## src/rtl/imem_loader_pkg.sv

```systemverilog
// Shared types and constants for the boot-time instruction-memory loader.
package imem_loader_pkg;
  typedef enum logic [2:0] {IDLE, LEN0, LEN1, DATA, WRITE, CSUM, DONE, ERR} loader_state_t;
  localparam int LEN_BYTES  = 2;
  localparam int WORD_BYTES = 4;
endpackage

```

## src/rtl/imem_loader_byte_packer.sv

```systemverilog
// Packs incoming bytes little-endian into a 32-bit word; wordFull pulses for
// one cycle after the last byte of a word is shifted in.
module byte_packer
  import imem_loader_pkg::*;
(
  input  logic        clk,
  input  logic        reset,
  input  logic        clr,
  input  logic        shiftEn,
  input  logic [7:0]  byteData,
  output logic [31:0] word,
  output logic        lastByte,
  output logic        wordFull
);
  logic [1:0] byteCnt;

  assign lastByte = (byteCnt == 2'(WORD_BYTES - 1));

  always_ff @(posedge clk or negedge reset) begin
    if (!reset) begin
      word     <= '0;
      byteCnt  <= '0;
      wordFull <= 1'b0;
    end else if (clr) begin
      word     <= '0;
      byteCnt  <= '0;
      wordFull <= 1'b0;
    end else begin
      wordFull <= shiftEn && lastByte;
      if (shiftEn) begin
        // Shift right so the first byte ends up in bits [7:0].
        word    <= {byteData, word[31:8]};
        byteCnt <= byteCnt + 2'd1;
      end
    end
  end
endmodule

```

## src/rtl/imem_loader.sv

```systemverilog
// Boot loader: receives LEN/payload/CSUM over a byte stream, writes words into
// instruction memory and releases the core only after a verified image.
module imem_loader
  import imem_loader_pkg::*;
#(
  parameter int          ADDR_W    = 8,
  parameter logic [31:0] BASE_ADDR = 32'h0
) (
  input  logic              clk,
  input  logic              reset,
  input  logic              start,
  input  logic              byte_valid,
  input  logic [7:0]        byte_data,
  output logic              byte_ready,
  output logic              imem_we,
  output logic [31:0]       imem_addr,
  output logic [31:0]       imem_wd,
  output logic              core_hold,
  output logic              done,
  output logic              err,
  output logic [ADDR_W:0]   words_loaded
);
  localparam logic [16:0] CAP = 17'(1) << ADDR_W;

  loader_state_t state;
  logic [15:0]   lenN;
  logic [7:0]    csum;
  logic [ADDR_W:0] wordsLoaded;
  logic [15:0]   lenNext;
  logic          startOk, shiftEn, lastByte, wordFull;
  logic [31:0]   packWord;

  assign startOk = start && (state == IDLE || state == DONE || state == ERR);
  assign shiftEn = (state == DATA) && byte_valid;
  assign lenNext = {byte_data, lenN[7:0]};

  byte_packer uPacker (
    .clk      (clk),
    .reset    (reset),
    .clr      (startOk),
    .shiftEn  (shiftEn),
    .byteData (byte_data),
    .word     (packWord),
    .lastByte (lastByte),
    .wordFull (wordFull)
  );

  always_ff @(posedge clk or negedge reset) begin
    if (!reset) begin
      state       <= IDLE;
      lenN        <= '0;
      csum        <= '0;
      wordsLoaded <= '0;
    end else begin
      case (state)
        IDLE, DONE, ERR: if (start) begin
          state       <= LEN0;
          lenN        <= '0;
          csum        <= '0;
          wordsLoaded <= '0;
        end
        LEN0: if (byte_valid) begin
          lenN[7:0] <= byte_data;
          state     <= LEN1;
        end
        LEN1: if (byte_valid) begin
          lenN[15:8] <= byte_data;
          if ({1'b0, lenNext} > CAP) state <= ERR;
          else if (lenNext == 16'd0) state <= CSUM;
          else                       state <= DATA;
        end
        DATA: if (byte_valid) begin
          csum <= csum ^ byte_data;
          if (lastByte) state <= WRITE;
        end
        WRITE: begin
          wordsLoaded <= wordsLoaded + 1'b1;
          state <= (17'(wordsLoaded) + 17'd1 == {1'b0, lenN}) ? CSUM : DATA;
        end
        CSUM: if (byte_valid) state <= (byte_data == csum) ? DONE : ERR;
        default: state <= IDLE;
      endcase
    end
  end

  // Outputs decode the state register directly, so they change only on clk edges.
  assign byte_ready   = (state == LEN0) || (state == LEN1) || (state == DATA) || (state == CSUM);
  assign imem_we      = wordFull;
  assign imem_wd      = packWord;
  assign imem_addr    = BASE_ADDR + (32'(wordsLoaded) << 2);
  assign core_hold    = (state != DONE);
  assign done         = (state == DONE);
  assign err          = (state == ERR);
  assign words_loaded = wordsLoaded;
endmodule

```

## config.mk

```make
export PLATFORM = sky130hd
export DESIGN_NAME = imem_loader
export DESIGN_NICKNAME = d
export VERILOG_FILES = /design/src/rtl/imem_loader_pkg.sv /design/src/rtl/imem_loader_byte_packer.sv /design/src/rtl/imem_loader.sv
export SDC_FILE = /design/constraint.sdc
export NUM_CORES = 1
export LEC_CHECK = 0
export CORE_ASPECT_RATIO = 0.5
export CORE_MARGIN = 5
export CORE_UTILIZATION = 35
export DETAILED_ROUTE_END_ITERATION = 6
export GPL_TIMING_DRIVEN = 0
export SYNTH_ARGS = -nofsm -noshare
export SYNTH_HDL_FRONTEND = slang
export SYNTH_SLANG_ARGS = --single-unit
```

## constraint.sdc

```tcl
create_clock -name clk -period 3.8 [get_ports clk]
set_clock_uncertainty 0.05 [all_clocks]
set_input_delay 0.57 -clock clk [delete_from_list [all_inputs] [get_ports clk]]
set_output_delay 0.57 -clock clk [all_outputs]
set_load 0.1 [all_outputs]
```

After elaboration in Yosys (flattened, before gate mapping)
Cells that the tools add are included.
Widths: inputs -> output; s select.
{ "totals": {"n_memories": 0, "word_cells": 76, "romBits": 0, "register_bits": 71, "latchBits": 0, "out_inout_bits": 78, "input_bits": 12, "mem_bits_rw": 0} }
{ "op_classes": {"eq_ne": 17, "n_addsub": 3, "reduce_logical": 21, "div": 0, "bitwise_logic": 1, "n_lt_le_gt_ge": 1, "mul": 0, "muxes": 25, "shifts": 0} }
{ "op_table": {"columns": ["op", "count"], "rows": [
  ["$mux 32", 2],
  ["$pmux 8 s2", 3],
  ["$mux 3", 9],
  ["$mux 8", 3],
  ["$pmux 3 s6", 1],
  ["$pmux 9 s2", 1],
  ["$eq 10x16->1", 1],
  ["$gt 16x9->1 const B", 1],
  ["$logic_not 16->1", 1],
  ["$mux 16", 1],
  ["$eq 3x3->1 const B", 4],
  ["$add 9x1->10 const B", 1],
  ["$ne 2x2->1 const B", 5],
  ["$reduce_bool 2->1", 5],
  ["$add 9x1->9 const B", 1],
  ["$mux 9", 1],
  ["$reduce_and 3->1", 3],
  ["$eq 8x8->1", 1],
  ["$xor 8x8->8", 1],
  ["$eq 3x2->1 const B", 2],
  ["$reduce_and 6->1", 1],
  ["$logic_or 1x1->1", 5],
  ["$mux 2", 2],
  ["$eq 3x1->1 const B", 1],
  ["other kinds (9)", 12]
]} }

Logic depth before layout (Yosys ltp)
Gate-level depths: netlist of run 1.
{ "logic_depth": {"ltp_word": 5, "ltp_mapped": 7, "ltp_nobuf": 6} }

Cells and area by module
From an unflattened synthesis of run 1, not the netlist that was laid out.
{ "hier_totals": {"hier_cells": 442, "hier_area_um2": 4045.1} }
{ "by_module_without_submodules": {"columns": ["module", "cells_each", "instances", "seq_area_each_um2", "area_each_um2"], "rows": [
  ["imem_loader", 328, 1, 900.9, 2588.7],
  ["byte_packer", 114, 1, 875.8, 1456.4]
]} }

Least setup slack after synthesis of run 1
Ideal clock, no wire load.
{ "synth_timing": {"kind": "reg2out", "start": "register state[0]", "end": "output port done", "path_buffers": 2, "slack_ns": 0.912, "required_ns": 3.180, "t_arrival_ns": 2.268, "stages_incl_launch_ff": 5, "cell_sequence": "dfrtp_1 > clkbuf_1 > buf_2 > nand2b_1 > inv_1"} }
{ "synth_between": {"elab_chain_len": 1} }
{ "synth_rtl": {"columns": ["element", "line_no", "rtl"], "rows": [
  ["start, declared", "imem_loader.sv:25", "loader_state_t state;"],
  ["start signal, assigned", "imem_loader.sv:78", "state <= (17'(wordsLoaded) + 17'd1 == {1'b0, lenN}) ? CSUM : DATA;"],
  ["start signal, assigned", "imem_loader.sv:80", "CSUM: if (byte_valid) state <= (byte_data == csum) ? DONE : ERR;"],
  ["$eq 3x3->1", "imem_loader.sv:92", "assign done = (state == DONE);"],
  ["end, declared", "imem_loader.sv:19", "output logic done,"]
]} }
No other way between the ends.

Final worst setup path of run 1
{ "layout_timing": {"start": "register state[1]", "end": "output port err"} }
{ "layout_between": {"elab_chain_len": 1} }
{ "layout_rtl": {"columns": ["element", "line_no", "rtl"], "rows": [
  ["$eq 3x3->1", "imem_loader.sv:93", "assign err = (state == ERR);"],
  ["end, declared", "imem_loader.sv:20", "output logic err,"]
]} }
No other way between the ends.

==> metrics.csv, run 1 <==
metric;value;unit
status;complete, no violations;
slowest library cell on the worst path;clkdlybuf4s50_1;
vias in the first global route;3190;
CP startpoint kind;register;
nets;550;
Post-Route WL;9940;µm
Post-CTS Setup Bufs;0;
Main synth FF type;dfrtp_1;
crit path time final;3.25;ns
combinational share of power;54.0;%
Clk network pwr share;19.0;%
CP Data Required Time;3.18;ns
via count;3298;
post-synth top area cell;dfrtp_1;
final period utilization;85.5;%
asr flop ratio synth;100;%
Num Clock Sinks;71;
TritonRoute pass-1 iters;4;
H-tree depth;3;
DP Wirelength;7130;µm
top cell type's share of synthesized area;46.3;%
Seq cells post-synth;71;
sw power;2190;µW
Hold Fails Final Rpt;0;
CTS tree;built;
Core Area;10800;µm²
port bufs;63;
Initial Util;35.4;%
min-delay worst type;in -> async;
WHS;0.0298;ns
dominant cells by area after synthesis;dfrtp_1 46%, nand2_1 8.2%, buf_4 6.3%;
WS Path Type;reg -> out;
setup ws final;0.552;ns
GP Congestion;0.836;
top-count cell post-synth;nand2_1;
chip height;84.1;µm
Clock transition at path regs;0.06;ns
num ports;90;
Die ar.;13300;µm²
Slew @ Worst Pin;1.02;ns
Top cell by count, worst path;clkbuf_1;
initial antenna violation count;0;
maximum VDD drop;0.000431;V
most frequent cells after synthesis;84 x nand2_1, 71 x dfrtp_1, 37 x a21oi_1, 35 x o21ai_0, 32 x buf_4;
Synth cell types;51;
max-slew violations;0;
Data arrival, critical path;2.63;ns
Max transition margin;32.1;%
largest net degree at the start of global routing;61;
die width;158;µm
Pwr Density;848;nW/µm²
vias per inst;4.81;
first-pass GRT wire length;16700;µm
sequential power share;27.0;%
Total GRT Usage;15.6;%
DR iter-0 viols;172;
post_cts resized;0;
worst slack, placed;0.910;ns
RSZ-0062 raised after global routing;no;
Max Cap Violations;0;
yosys warns;0;
# hold bufs at CTS;0;
n_diodes;0;
Post-DRT Antenna Nets;0;
Worst Setup End Kind;primary output;
Lkg Pwr;0.00223;µW
setup violators final;0;
GRT overflow;0;
Post-Syn Area;3840;µm²
Syn Area/Cell;8.75;µm²
Crit path largest cell delay;1.12;ns
Internal Power;2100;µW
EDFF count, synth;0;
fraction of layout cells with a size suffix above 1;12.4;%
CP max FO;10;
clk_lat worst skew;0.34;ns
post-synthesis sequential area ratio;46.3;%
total CTS buffers;9;
Mapped Cells;439;
number of core rows;27;
wire per inst;14.5;µm
Root Driver;clkbuf_16;
fin util;46.6;%
Area Growth Syn to Fin;31.6;%
Switching Fraction;51.1;%
# DRC;0;
achievable frequency;308;MHz
clock tree buffer depth;2;
CP Cell Sequence;clkbuf_1, clkbuf_1, and3_1, clkdlybuf4s50_1;
-- stage by stage --
step                std cells  TNS [ns]  cell area, µm²  power [µW]
floorplan                 461         0            3920        2940
global placement          669    -33.14            4740        3470
detailed placement        670         0            4760        3490
CTS                       686         0            5050        4330
global route              686         0            5050        4550
finish                    686         0            5050        4290
-- kinds of logic (layout without fill, tap and decap cells) --
kind of cell,after synthesis,in the layout,synth area share [%]
mux,5,5,1.37
compound gates,104,104,16.3
flops,71,71,46.3
simple gates,170,170,21.4
fa+ha+maj,2,2,0.651
buf+inv,71,151,10.5
xor+xnor,15,15,3.42
other cells,1,23,0.0976
-- metal layers --
layer	part of all wire (%)	global-route usage (%)	vias up
met2	44	23.7	86
met4	0.87	4.18	0
met1	49	21.9	1561
met3	5.9	4.45	5
li1	-	-	1646
met5	0	0	-
-- flip-flops by register name, indices dropped and copies added, names as in the netlist --
| register | count |
|---|---|
| uPacker.word | 32 |
| words_loaded | 9 |
| lenN | 16 |
| uPacker.byteCnt | 2 |
| uPacker.wordFull | 1 |
| state | 3 |
| csum | 8 |
-- cells in the final DEF, fill, tap and decap left out, types with 3 or more instances in the layout --
master and count:
inv_1 13, buf_2 8, nor4_1 3, and2_1 4, nand3_1 14, a22o_1 8, a31oi_1 4, clkbuf_16 9
nand2_1 84, o21a_1 3, xnor2_1 11, buf_4 33, mux2i_1 3, dfrtp_1 71, nand4_1 4, and3_1 6
clkinv_4 3, nand2b_1 8, nor3_1 4, o2bb2ai_1 3, nor2_1 18, xor2_1 4, conb_1 23, o21ai_0 35
clkbuf_1 15, a21oi_1 37, nor2b_1 11, clkdlybuf4s50_1 62
-- area by class of cell --
class | instances | area, µm²
Tap cell | 145 | 181
Inverter | 13 | 48.8
Clock inverter | 6 | 53.8
Buffer | 58 | 355
Timing Repair Buffer | 64 | 656
Sequential cell | 71 | 1780
Fill cell | 1072 | 5790
Clock buffer | 10 | 239
Multi-Input combinational cell | 319 | 1740
-- path summary, 6_finish.rpt --
check                             start                to  slack (ns)  depth (start not counted)
max                            state[1]               err        0.55                          4
min                               reset   words_loaded[2]        0.03                          1
max reg2reg                    state[1]  uPacker.word[29]        1.66                          6
min reg2reg                     csum[5]           csum[5]        0.47                          1
max in group asynchronous         reset  uPacker.word[22]        3.12                          2
min in group clk           byte_data[1]  uPacker.word[25]        0.45                          3
-- worst max-delay path, delay by kind of cell, from the launching register on --
family	cells	cell delay [ns]
buffers and inverters	3	1.77
flip-flops	1	0.32
AND/OR/NAND/NOR	1	0.21
-- power groups by stage --
stage | sequential (µW) | clock [µW] | combinational (µW)
after floorplan | 1770 | 0 | 1170
after global placement | 1170 | 0 | 2300
after detailed placement | 1170 | 0 | 2320
after CTS | 1160 | 838 | 2330
after global routing | 1190 | 873 | 2480
final | 1160 | 815 | 2310
Note: power is estimated with default switching activity, not from simulation.
==> run 2: changes to the inputs <==
--- a/config.mk
+++ b/config.mk
@@ -5,11 +5,13 @@
 export SDC_FILE = /design/constraint.sdc
 export NUM_CORES = 1
 export LEC_CHECK = 0
+export ABC_AREA = 1
 export CORE_ASPECT_RATIO = 0.5
 export CORE_MARGIN = 5
 export CORE_UTILIZATION = 35
 export DETAILED_ROUTE_END_ITERATION = 6
 export GPL_TIMING_DRIVEN = 0
+export RECOVER_POWER = 25
 export SYNTH_ARGS = -nofsm -noshare
 export SYNTH_HDL_FRONTEND = slang
 export SYNTH_SLANG_ARGS = --single-unit
==> metrics.csv, run 2 <==
metric;value;unit;change
commonest non-fill, non-tap cells in the layout;76 x nand2_1, 75 x inv_1, 71 x dfrtp_1, 64 x clkdlybuf4s50_1, 36 x nand3_1;;
Setup TNS Final;0;ns;unchanged
CTS tree;built;;
min-delay src;uPacker.word[6];;
port bufs;65;;+3.2%
yosys warns;0;;unchanged
vias per inst;4.57;;-4.9%
combinational share of power;50.6;%;-3.4 points
total CTS buffers;9;;unchanged
hold endpoint;uPacker.word[6];;
post-synthesis sequential area ratio;47.9;%;+1.6 points
num ports;90;;unchanged
Biggest register;uPacker.word;;
Data arrival, critical path;2.34;ns;-0.29 ns
Worst R2R End;state[1];;
TritonRoute pass-1 iters;4;;unchanged
reg2reg start;words_loaded[0];;
first-pass GRT wire length;16000;µm;-4.4%
chip height;82.8;µm;-1.5%
Root Driver;clkbuf_16;;
sequential power share;27.3;%;+0.3 points
GRT overflow;0;;unchanged
Post-DRT Antenna Nets;0;;unchanged
# DRC;0;;unchanged
CP Cell Sequence;inv_2, nor2_2, inv_2, nand2_2, clkdlybuf4s50_1;;
power after layout;4140;µW;-3.4%
EDFF count, synth;0;;unchanged
maximum VDD drop;0.000332;V;-23%
crit path time final;2.96;ns;-0.284 ns
Slew @ Worst Pin;1.74;ns;+0.725 ns
Num Clock Sinks;71;;unchanged
setup violators final;0;;unchanged
GR Util met2;22.8;%;-0.90 points
number of core rows;26;;-3.7%
grt peak-use layer;met2;;
CP Data Required Time;3.18;ns;about the same
Hold Fails Final Rpt;0;;unchanged
wire per inst;13.4;µm;-7.4%
post-synth top area cell;dfrtp_1;;
most frequent cells after synthesis;76 x nand2_1, 75 x inv_1, 71 x dfrtp_1, 36 x nand3_1, 32 x buf_4;;
worst slack, placed;1.19;ns;+0.282 ns
achievable frequency;337;MHz;+9.6%
CP max FO;5;;-5
Pwr Density;837;nW/µm²;-1.3%
Internal Power;2110;µW;+0.78%
Crit path largest cell delay;1.13;ns;about the same
Switching Fraction;49.0;%;-2.1 points
failing checks;max-capacitance violations, max-slew violations;;
final period utilization;78.0;%;-7.5 points
fillcell total;1005;;-6.3%
Seq cells post-synth;71;;unchanged
Post-CTS Setup Bufs;0;;unchanged
clock tree buffer depth;2;;unchanged
Max Cap Violations;1;;+1
r2r setup slk;1.73;ns;+0.07 ns
commonest non-fill, non-tap cell in the layout;nand2_1;;
post_cts resized;0;;unchanged
min-delay worst type;reg -> reg;;
Core Area;10300;µm²;-5.2%
via count;3140;;-4.8%
DP Wirelength;6810;µm;-4.4%
GP Congestion;0.791;;-5.4%
Mapped Cells;443;;+0.91%
Total GRT Usage;15.3;%;-0.37 points
dominant cells by area after synthesis;dfrtp_1 48%, nand2_1 7.7%, inv_1 7.6%;;
DR iter-0 viols;166;;-3.5%
Syn Area/Cell;8.38;µm²;-4.2%
Worst Setup End Kind;primary output;;
Largest register FFs;32;;unchanged
Top cell by count, worst path;inv_2;;
R2R depth;12;;+6
GR Util met1;20.8;%;-1.1 points
Clock transition at path regs;0.06;ns;about the same
asr flop ratio synth;100;%;unchanged
Synth cell types;32;;-37%
Post-Syn Area;3710;µm²;-3.4%
# hold bufs at CTS;0;;unchanged
vias in the first global route;3123;;-2.1%
Area Growth Syn to Fin;33.3;%;
H-tree depth;3;;unchanged
max-slew violations;35;;+35
RSZ-0062 raised after global routing;no;;
top-count cell post-synth;nand2_1;;
slowest library cell on the worst path;clkdlybuf4s50_1;;
nets;556;;+1.1%
n_diodes;0;;unchanged
status;finished with violations;;
sw power;2030;µW;-7.4%
largest net degree at the start of global routing;39;;-36%
WS Path Type;reg -> out;;
Lkg Pwr;0.00257;µW;+15%
initial antenna violation count;0;;unchanged
setup ws final;0.836;ns;+0.284 ns
Initial Util;36.1;%;+0.69 points
die width;156;µm;-1.6%
Clk network pwr share;22.1;%;+3.1 points
Max transition margin;-16.0;%;-48 points
fraction of layout cells with a size suffix above 1;13.5;%;+1.1 points
Post-Route WL;9220;µm;-7.2%
CP startpoint kind;register;;
Die ar.;12900;µm²;-3.1%
Main synth FF type;dfrtp_1;;
Hold Path Cell Cnt;2;;
clk_lat worst skew;0.34;ns;about the same
GR Util met3;5.04;%;+0.58 points
top cell type's share of synthesized area;47.9;%;+1.6 points
## run 2: metal layers
layer  share of wire [%]  routed length (µm)  up-vias
li1                    -                   -     1595
met1                  49                4490     1441
met2                  43                3930       93
met3                 7.2                 664       11
met4                 1.4                 133        0
met5                   0                   0        -
## run 2: critical path: cells and delay by family (launching register included)
family | cells | cell delay [ns]
buffers and inverters | 3 | 1.31
DFF | 1 | 0.44
and+or+nand+nor | 2 | 0.26
## run 2: worst max-delay path by stage
stage / to / slack [ns] / depth (start not counted) / from
floorplan: core_hold / 0.59 / 3 / state[1]
global placement: words_loaded[7] / -0.40 / 1 / reset
detailed placement: byte_ready / 1.19 / 5 / state[0]
CTS: byte_ready / 0.82 / 5 / state[0]
global route: byte_ready / 0.73 / 5 / state[0]
finish: byte_ready / 0.84 / 5 / state[0]
## run 2: cells by family (layout without fill, tap and decap cells)
logic type / after synthesis / count (layout) / share of synthesized area (%)
flip-flops: 71 / 71 / 47.9
XOR/XNOR: 9 / 9 / 2.12
AO/OA/AOI/OAI: 66 / 66 / 12.5
adder cells (fa/ha/maj): 2 / 2 / 0.674
buffers and inverters: 128 / 210 / 16.5
other: 1 / 23 / 0.101
AND/OR/NAND/NOR: 166 / 166 / 20.2
## run 2: layout make-up
| cell class | instances | area (µm²) | share of cell area [%] |
|---|---|---|---|
| repair buffers | 66 | 649 | 13.1 |
| clock buffers | 11 | 243 | 4.91 |
| multi-input cells | 266 | 1410 | 28.5 |
| well taps | 140 | 175 | 3.54 |
| inverters | 83 | 312 | 6.30 |
| plain buffers | 45 | 303 | 6.12 |
| flip-flops and latches | 71 | 1780 | 35.9 |
| clock inverters | 5 | 81.3 | 1.64 |
## run 2: metrics by stage
step	hold WS, ns	instance area (µm²)	utilization (%)	cells
final	0.419	4950	48.1	687
after CTS	0.136	4970	48.3	687
after global routing	0.459	4950	48.1	687
after global placement	0.412	4630	45.0	670
after floorplan	0.224	3800	-	465
after detailed placement	0.410	4640	45.2	671
## run 2: power by group through the flow
stage	registers, µW	clock network (µW)	logic, µW
2_1_floorplan	1550	0	1210
3_3_place_gp	1140	0	2080
3_5_place_dp	1140	0	2100
4_1_cts	1130	939	2110
5_1_grt	1160	965	2290
6_report	1130	916	2100
==> run 3: changes to the inputs <==
==> constraint.sdc (replaced) <==
create_clock -name clk -period 2.5 [get_ports clk]
set_clock_uncertainty 0.05 [all_clocks]
set_input_delay 0.375 -clock clk [delete_from_list [all_inputs] [get_ports clk]]
set_output_delay 0.375 -clock clk [all_outputs]
set_load 0.1 [all_outputs]
==> metrics.csv, run 3 (synthesis results as in run 2) <==
metric;value;unit;change
commonest non-fill, non-tap cell in the layout;nand2_1;;
largest net degree at the start of global routing;72;;+85%
slowest library cell on the worst path;clkdlybuf4s50_1;;
Biggest register;uPacker.word;;
WS Path Type;reg -> out;;
Lkg Pwr;0.00259;µW;+0.66%
Hold Fails Final Rpt;0;;unchanged
Worst R2R End;state[1];;
failing checks;max-capacitance violations, max-slew violations;;
clk_lat worst skew;0.33;ns;about the same
# hold bufs at CTS;0;;unchanged
TritonRoute pass-1 iters;4;;unchanged
Max Cap Violations;1;;unchanged
die width;156;µm;unchanged
worst slack, placed;0.0770;ns;-1.11 ns
Worst Setup End Kind;primary output;;
CTS tree;built;;
Die ar.;12900;µm²;unchanged
fraction of layout cells with a size suffix above 1;14.3;%;+0.76 points
Area Growth Syn to Fin;32.5;%;
via count;3152;;+0.38%
crit path time final;2.43;ns;
first-pass GRT wire length;15600;µm;-2.4%
maximum VDD drop;0.000539;V;+62%
GP Congestion;0.798;;+0.97%
vias in the first global route;3110;;-0.42%
Hold Path Cell Cnt;2;;unchanged
hold endpoint;uPacker.word[3];;
Worst Setup SP;words_loaded[3];;
commonest non-fill, non-tap cells in the layout;76 x nand2_1, 75 x inv_1, 69 x dfrtp_1, 58 x clkdlybuf4s50_1, 36 x nand3_1;;
Clock transition at path regs;0.05;ns;about the same
WHS;0.425;ns;+0.00566 ns
clock tree buffer depth;2;;unchanged
Core Area;10300;µm²;unchanged
CP max FO;5;;unchanged
Initial Util;36.1;%;unchanged
nets;556;;unchanged
initial antenna violation count;0;;unchanged
CP Cell Sequence;buf_4, clkdlybuf4s50_1;;
achievable frequency;411;MHz;
Num Clock Sinks;71;;unchanged
cell count after placement;671;;unchanged
r2r setup slk;0.51;ns;-1.22 ns
Post-DRT Antenna Nets;0;;unchanged
Root Driver;clkbuf_16;;
chip height;82.8;µm;unchanged
Total GRT Usage;14.9;%;-0.36 points
H-tree depth;3;;unchanged
setup ws final;0.0695;ns;-0.766 ns
total CTS buffers;9;;unchanged
vias per inst;4.59;;+0.53%
RSZ-0062 raised after global routing;no;;
reg2reg start;words_loaded[0];;
# DRC;0;;unchanged
min-delay src;uPacker.word[3];;
wire per inst;13.4;µm;about the same
R2R depth;12;;unchanged
status;finished with violations;;
Max transition margin;-16.7;%;-0.61 points
n_diodes;0;;unchanged
Pwr Density;1260;nW/µm²;+50%
Data arrival, critical path;2.01;ns;-0.33 ns
fin util;47.8;%;-0.29 points
CP startpoint kind;register;;
number of core rows;26;;unchanged
setup violators final;0;;unchanged
port bufs;65;;unchanged
Non-Filler Instances;686;;-0.15%
Crit path largest cell delay;1.11;ns;-0.02 ns
CP Data Required Time;2.08;ns;-1.10 ns
Largest register FFs;32;;unchanged
num ports;90;;unchanged
GRT overflow;0;;unchanged
Post-Route WL;9210;µm;about the same
DR iter-0 viols;151;;-9.0%
max-slew violations;72;;+110%
final period utilization;97.2;%;
min-delay worst type;reg -> reg;;
Slew @ Worst Pin;1.75;ns;+0.00917 ns
DP Wirelength;6840;µm;+0.38%
[run 3: cell count changes in the layout (fill, tap and decap cells not counted), sizes merged]
cell           previous run  this run
clkdlybuf4s50            64        58
clkbuf                   19        22
dlygate4sd2               0         3
bufinv                    2         1
clkinv                    2         1
dlymetal6s2s              0         1
[run 3: critical path, delay by kind of cell (launching register included)]
family	cells	cell delay [ns]
buffers and inverters	2	1.24
flip-flops	1	0.42
[run 3: per-stage QoR]
stage                     setup TNS (ns)  area (µm²)  power [µW]
after floorplan                    -1.01        3800        4200
after global placement           -104.74        4630        4910
after detailed placement               0        4650        4940
after CTS                              0        4950        6240
after global routing                   0        4920        6570
final                                  0        4920        6170
[run 3: power breakdown]
group | switching (µW) | internal [µW]
Combinational | 2340 | 823
Sequential | 245 | 1470
Clock | 467 | 819
[run 3: worst max-delay path by stage]
stage               depth (start not counted)  slack, ns         endpoint
floorplan                                   3      -0.52        core_hold
global placement                            1      -1.74  words_loaded[0]
detailed placement                          5       0.08       byte_ready
CTS                                         5       0.02       byte_ready
global route                                2      0.001  words_loaded[3]
finish                                      2       0.07  words_loaded[3]
[run 3: repair_timing]
item / 4_1_cts / 5_1_grt
gates resized for setup: 6 / 5
setup endpoints to repair: 5 / 3
pin swaps: 0 / 0
buffers inserted: 0 / 0
[run 3: cell type report]
cell class / instances / area (µm²)
Inverter: 83 / 312
Tap cell: 140 / 175
Clock buffer: 12 / 256
Clock inverter: 3 / 42.5
Sequential cell: 71 / 1780
Fill cell: 1020 / 5360
Multi-Input combinational cell: 266 / 1410
Buffer: 45 / 303
Timing Repair Buffer: 66 / 642
[run 3: per-layer routing]
metal	global-route usage, %	up-vias	wire length (µm)	part of all wire (%)
li1	-	1596	-	-
met1	20.3	1458	4530	49
met2	22.6	90	3970	43
met3	4.67	8	621	6.7
met4	4.77	0	85	0.92
met5	0	-	0	0
==> patch 1 (flow settings as in run 3) <==
Register the output `err`, cleared by the reset; this adds one clock of latency there. The other outputs are not delayed to match.
--- a/src/rtl/imem_loader.sv
+++ b/src/rtl/imem_loader.sv
@@ -90,7 +90,13 @@
   assign imem_addr    = BASE_ADDR + (32'(wordsLoaded) << 2);
   assign core_hold    = (state != DONE);
   assign done         = (state == DONE);
-  assign err          = (state == ERR);
+  always_ff @(posedge clk or negedge reset) begin
+    if (!reset) begin
+      err <= '0;
+    end else begin
+      err <= (state == ERR);
+    end
+  end
   assign words_loaded = wordsLoaded;
 endmodule
 
Function: changed (Yosys sat finds a counterexample within 4 cycles, from zero or initial values and one cycle with reset low).
==> patch 1 against run 3 <==
Area after synthesis rose by 4.6%; synthesized cell count grew 4.1%; power down 0.54%; via count increased by 1.9%; wire length up 3.9%; sequential cell count rose by 1; critical path depth unchanged; setup slack worse by 0.0036 ns; final cell count up 3.6%; critical endpoint is now words_loaded[8]; design area up 3.7%; first-iteration DRC count up 11%; largest cell class unchanged; highest routed layer unchanged; utilization is 1.1 points lower.
==> patch 1: results (changes against run 3) <==
{| class="wikitable"
! Metric !! Value
|-
| # H-tree levels || 3 (unchanged)
|-
| GP Congestion || 0.791 (was 0.798)
|-
| Net switching fraction of the power || 51.1% (was 49.5%)
|-
| Final-stage net count || 575 (was 556)
|-
| Leak || 2.75 nW (was 2.59 nW)
|-
| Count of distinct cell types in the synthesized netlist || 32 (unchanged)
|-
| Overall via count from detail_route || 3,213 (was 3,152)
|-
| Placed standard-cell area || 4830 um2 (was 4650 um2)
|-
| Biggest fanout along the worst timing path || 6 (was 5)
|-
| Placement Setup Slack || -0.00786 ns (was 0.0770 ns)
|-
| Most area-consuming cells after synthesis || sky130_fd_sc_hd__dfrtp_1 (46%), sky130_fd_sc_hd__inv_1 (7.7%), sky130_fd_sc_hd__nand2_1 (7.7%) (was sky130_fd_sc_hd__dfrtp_1 (48%), sky130_fd_sc_hd__nand2_1 (7.7%), sky130_fd_sc_hd__inv_1 (7.6%))
|-
| Drt wl/cell || 13.5 um (was 13.4 um)
|-
| Tightest Hold Check Type || register to register (unchanged)
|-
| DRT iter0 DRCs || 168 (was 151)
|-
| Cell Count, Final, Fillers Out || 711 (was 686)
|-
| GRT Resource Usage Total || 15.2% (was 14.9%)
|-
| List of most frequent post-synthesis cells || sky130_fd_sc_hd__inv_1 (80), sky130_fd_sc_hd__nand2_1 (80), sky130_fd_sc_hd__dfrtp_1 (72), sky130_fd_sc_hd__nand3_1 (43), sky130_fd_sc_hd__buf_4 (33) (was sky130_fd_sc_hd__nand2_1 (76), sky130_fd_sc_hd__inv_1 (75), sky130_fd_sc_hd__dfrtp_1 (71), sky130_fd_sc_hd__nand3_1 (36), sky130_fd_sc_hd__buf_4 (32))
|-
| Detailed-placement wirelength estimate || 7020 um (was 6840 um)
|-
| Run status || completed (was finished, violations left)
|-
| Worst endpoint data arrival time || 2.01 ns (about the same)
|-
| Buffers added on ports || 65 (unchanged)
|-
| Total placed cells including tap cells || 694 (was 671)
|-
| Relative slew slack || 34.0% (was -16.7%)
|-
| IR Drop Worst-Case VDD || 0.000438 V (was 0.000539 V)
|-
| Pin count of the biggest net entering global routing || 64 (was 72)
|-
| Portion of the post-synthesis area used by sequential elements || 46.4% (was 47.9%)
|-
| Flip-flop count of the largest register, all copies and words added || 32 (unchanged)
|-
| First-pass GRT wire length || 16,500 um (was 15,600 um)
|-
| Standard cell with the maximum stage delay on the critical path || sky130_fd_sc_hd__clkdlybuf4s50_1 (unchanged)
|-
| Buffer levels on the longest clock path || 2 (unchanged)
|-
| Largest register by flop count || uPacker.word (unchanged)
|-
| Post-Syn Instances || 461 (was 443)
|-
| Total CTS buffers || 9 (unchanged)
|-
| Proportion of register bits with asynchronous set or reset after synthesis || 100% (unchanged)
|-
| Clock transition at the register clock pins on the worst setup and hold paths after CTS || 0.06 ns
|-
| Clock insertion delay at the later pin of the skew report || 0.34 ns
|-
| Ratio of cells with drive above 1 in the final layout || 14.1% (was 14.3%)
|}
==> patch 1: metal layers <==
| metal | up-vias | wire (um) | part of all wire, % | GRT usage (%) |
|---|---|---|---|---|
| met5 | - | 0 | 0 | 0 |
| met1 | 1463 | 4740 | 50 | 20.6 |
| met4 | 0 | 84 | 0.88 | 3.79 |
| met2 | 97 | 4070 | 43 | 22.4 |
| met3 | 10 | 678 | 7.1 | 6.52 |
| li1 | 1643 | - | - | - |
==> patch 1: critical path, delay by kind of cell (launching register included) <==
family   cells  cell delay (ns)
buf+inv      2             1.24
flops        1             0.42
==> patch 1: cells by family (layout without fill, tap and decap cells) <==
| family | Yosys count | count (layout) | synth area share, % |
|---|---|---|---|
| adders and majority gates | 2 | 2 | 0.645 |
| buffers and inverters | 133 | 216 | 17.3 |
| xor gates and xnor gates | 11 | 11 | 2.48 |
| other | 1 | 23 | 0.0966 |
| DFF | 72 | 72 | 46.4 |
| and+or+nand+nor | 175 | 175 | 21.2 |
| AOI/OAI and AO/OA | 67 | 67 | 11.8 |
==> patch 1: worst paths after layout <==
path                            startpoint                to  cells past startpoint  slack (ns)
max                        words_loaded[8]   words_loaded[8]                      2        0.07
min                        uPacker.word[5]   uPacker.word[5]                      2        0.43
max reg2reg                words_loaded[0]          state[1]                     14        0.43
min reg2reg                uPacker.word[5]   uPacker.word[5]                      2        0.43
max in group asynchronous            reset  uPacker.word[22]                      3        0.59
min in group asynchronous            reset   words_loaded[2]                      2        0.47
==> patch 1: layout make-up <==
type                            count  area (um2)
Multi-Input combinational cell    278        1500
Clock buffer                        9         225
Tap cell                          145         181
Clock inverter                      7        56.3
Timing Repair Buffer               67         663
Fill cell                        1080        5810
Sequential cell                    72        1800
Buffer                             46         342
Inverter                           87         332
==> patch 1: power groups by stage <==
stage                     clock network, mW  logic (mW)  registers (mW)
after floorplan                           0        1.89            2.37
final                                  1.21        3.23            1.70
after global routing                   1.30        3.51            1.74
after global placement                    0        3.25            1.72
after CTS                              1.24        3.26            1.70
after detailed placement                  0        3.27            1.72
==> patch 1: what timing repair did <==
action / in CTS / in global routing
endpoints found under the hold margin: 9 / 0
hold buffers: 1 / 0
endpoints found under the setup margin: 7 / 6
pin swaps: 0 / 0
gates resized for setup: 9 / 7
setup buffers: 0 / 0
cloned: 0 / 0
==> patch 2 (flow settings as in run 3) <==
Made on the original files. Set the parameter `ADDR_W` to 7 (it was 8).
--- a/src/rtl/imem_loader.sv
+++ b/src/rtl/imem_loader.sv
@@ -3,7 +3,7 @@
 module imem_loader
   import imem_loader_pkg::*;
 #(
-  parameter int          ADDR_W    = 8,
+  parameter int          ADDR_W    = 7,
   parameter logic [31:0] BASE_ADDR = 32'h0
 ) (
   input  logic              clk,
Ports: changed (resized words_loaded); port bits go from 90 to 89. The function was not compared with the original's and may differ.
==> patch 2 against run 3 <==
Sequential cell count shrank 1; clock power hardly changed; area after synthesis down 3.2%; power is 3.1% lower; setup slack got worse by 0.0088 ns; wire length shrank 6.5%; design area fell by 2.0%; critical endpoint is now words_loaded[5]; largest power group unchanged.
==> patch 2: results (changes against run 3) <==
{| class="wikitable"
! Metric !! Value
|-
| Run status || completed (was finished, violations left)
|-
| Post-synthesis xor/xnor area fraction || 2.44% (was 2.12%)
|-
| Post-Syn Area per Cell || 8.62 um2 (was 8.38 um2)
|-
| Met1 demand-to-capacity share in global routing || 19.6% (was 20.3%)
|-
| Number of buffers added to fix hold violations after cts || 1 (was 0)
|-
| Met1 wire length || 4250 um (was 4530 um)
|-
| Overall via count from detail_route || 2,893 (was 3,152)
|-
| Ratio of cells with drive above 1 in the final layout || 15.3% (was 14.3%)
|-
| Leak || 2.56 nW (was 2.59 nW)
|-
| Total placed cells including tap cells || 645 (was 671)
|-
| Clock transition at the register clock pins on the worst setup and hold paths after CTS || 0.06 ns
|-
| Detailed-placement wirelength estimate || 6290 um (was 6840 um)
|-
| GRT Resource Usage Total || 14.8% (was 14.9%)
|-
| Antenna violations before repair || 0 (unchanged)
|-
| Area share of the largest cell type after synthesis || 48.7% (was 47.9%)
|-
| Met2 capacity usage during global routing || 22.8% (was 22.6%)
|-
| Drt wl/cell || 13.0 um (was 13.4 um)
|-
| Met2 layer wire length in the routed design || 3630 um (was 3970 um)
|-
| Net switching power figure || 2.94 mW (was 3.06 mW)
|-
| Buffers added on ports || 64 (was 65)
|-
| IR Drop Worst-Case VDD || 0.000536 V (was 0.000539 V)
|-
| Placed standard-cell area || 4530 um2 (was 4650 um2)
|-
| Portion of total power attributed to combinational logic || 50.2% (was 51.3%)
|-
| Number of cells upsized or downsized after cts || 7 (was 6)
|-
| Most area-consuming cells after synthesis || sky130_fd_sc_hd__dfrtp_1 (49%), sky130_fd_sc_hd__inv_1 (7.1%), sky130_fd_sc_hd__a22oi_1 (6.9%) (was sky130_fd_sc_hd__dfrtp_1 (48%), sky130_fd_sc_hd__nand2_1 (7.7%), sky130_fd_sc_hd__inv_1 (7.6%))
|-
| Total chip power || 5.98 mW (was 6.17 mW)
|-
| Detailed route wirelength on metal3 || 617 um (was 621 um)
|-
| Count of distinct cell types in the synthesized netlist || 30 (was 32)
|-
| Wire length reported by the detailed router || 8620 um (was 9210 um)
|-
| Vias in the first global route || 2,826 (was 3,110)
|-
| Compound-cell area share of the yosys netlist || 14.5% (was 12.5%)
|-
| DRT iter0 DRCs || 165 (was 151)
|-
| Sum Neg Setup Slack || 0 ns (unchanged)
|-
| Global routing met3 resource utilization || 5.53% (was 4.67%)
|-
| First-pass GRT wire length || 14,500 um (was 15,600 um)
|-
| Adder-cell share of the synthesized area || 0.696% (was 0.674%)
|-
| GP Congestion || 0.824 (was 0.798)
|-
| Pin count of the biggest net entering global routing || 62 (was 72)
|-
| Final-stage net count || 531 (was 556)
|-
| Placement Setup Slack || 0.0683 ns (was 0.0770 ns)
|-
| Portion of the post-synthesis area used by sequential elements || 48.7% (was 47.9%)
|}
[patch 2: cell type report]
| class | count | area (um2) |
|---|---|---|
| clock buffers | 10 | 239 |
| plain buffers | 43 | 309 |
| inverters | 75 | 282 |
| fillers | 967 | 5300 |
| well taps | 140 | 175 |
| repair buffers | 66 | 653 |
| flip-flops and latches | 70 | 1750 |
| clock inverters | 6 | 68.8 |
| multi-input cells | 252 | 1340 |
[patch 2: path summary, 6_finish.rpt]
path                                      start              end  slack [ns]
max in group asynchronous                 reset          lenN[0]        0.70
worst min register to register  uPacker.word[5]  uPacker.word[5]        0.44
worst max-delay path            words_loaded[5]  words_loaded[5]        0.06
worst min-delay path            uPacker.word[5]  uPacker.word[5]        0.44
worst max register to register         state[0]          csum[0]        0.54
min in group asynchronous                 reset  uPacker.word[5]        0.46
[patch 2: worst max-delay path, stage by stage (launching register included)]
cell                              delay (ns)
sky130_fd_sc_hd__dfrtp_1                0.43
sky130_fd_sc_hd__buf_4                  0.14
sky130_fd_sc_hd__clkdlybuf4s50_1        1.12
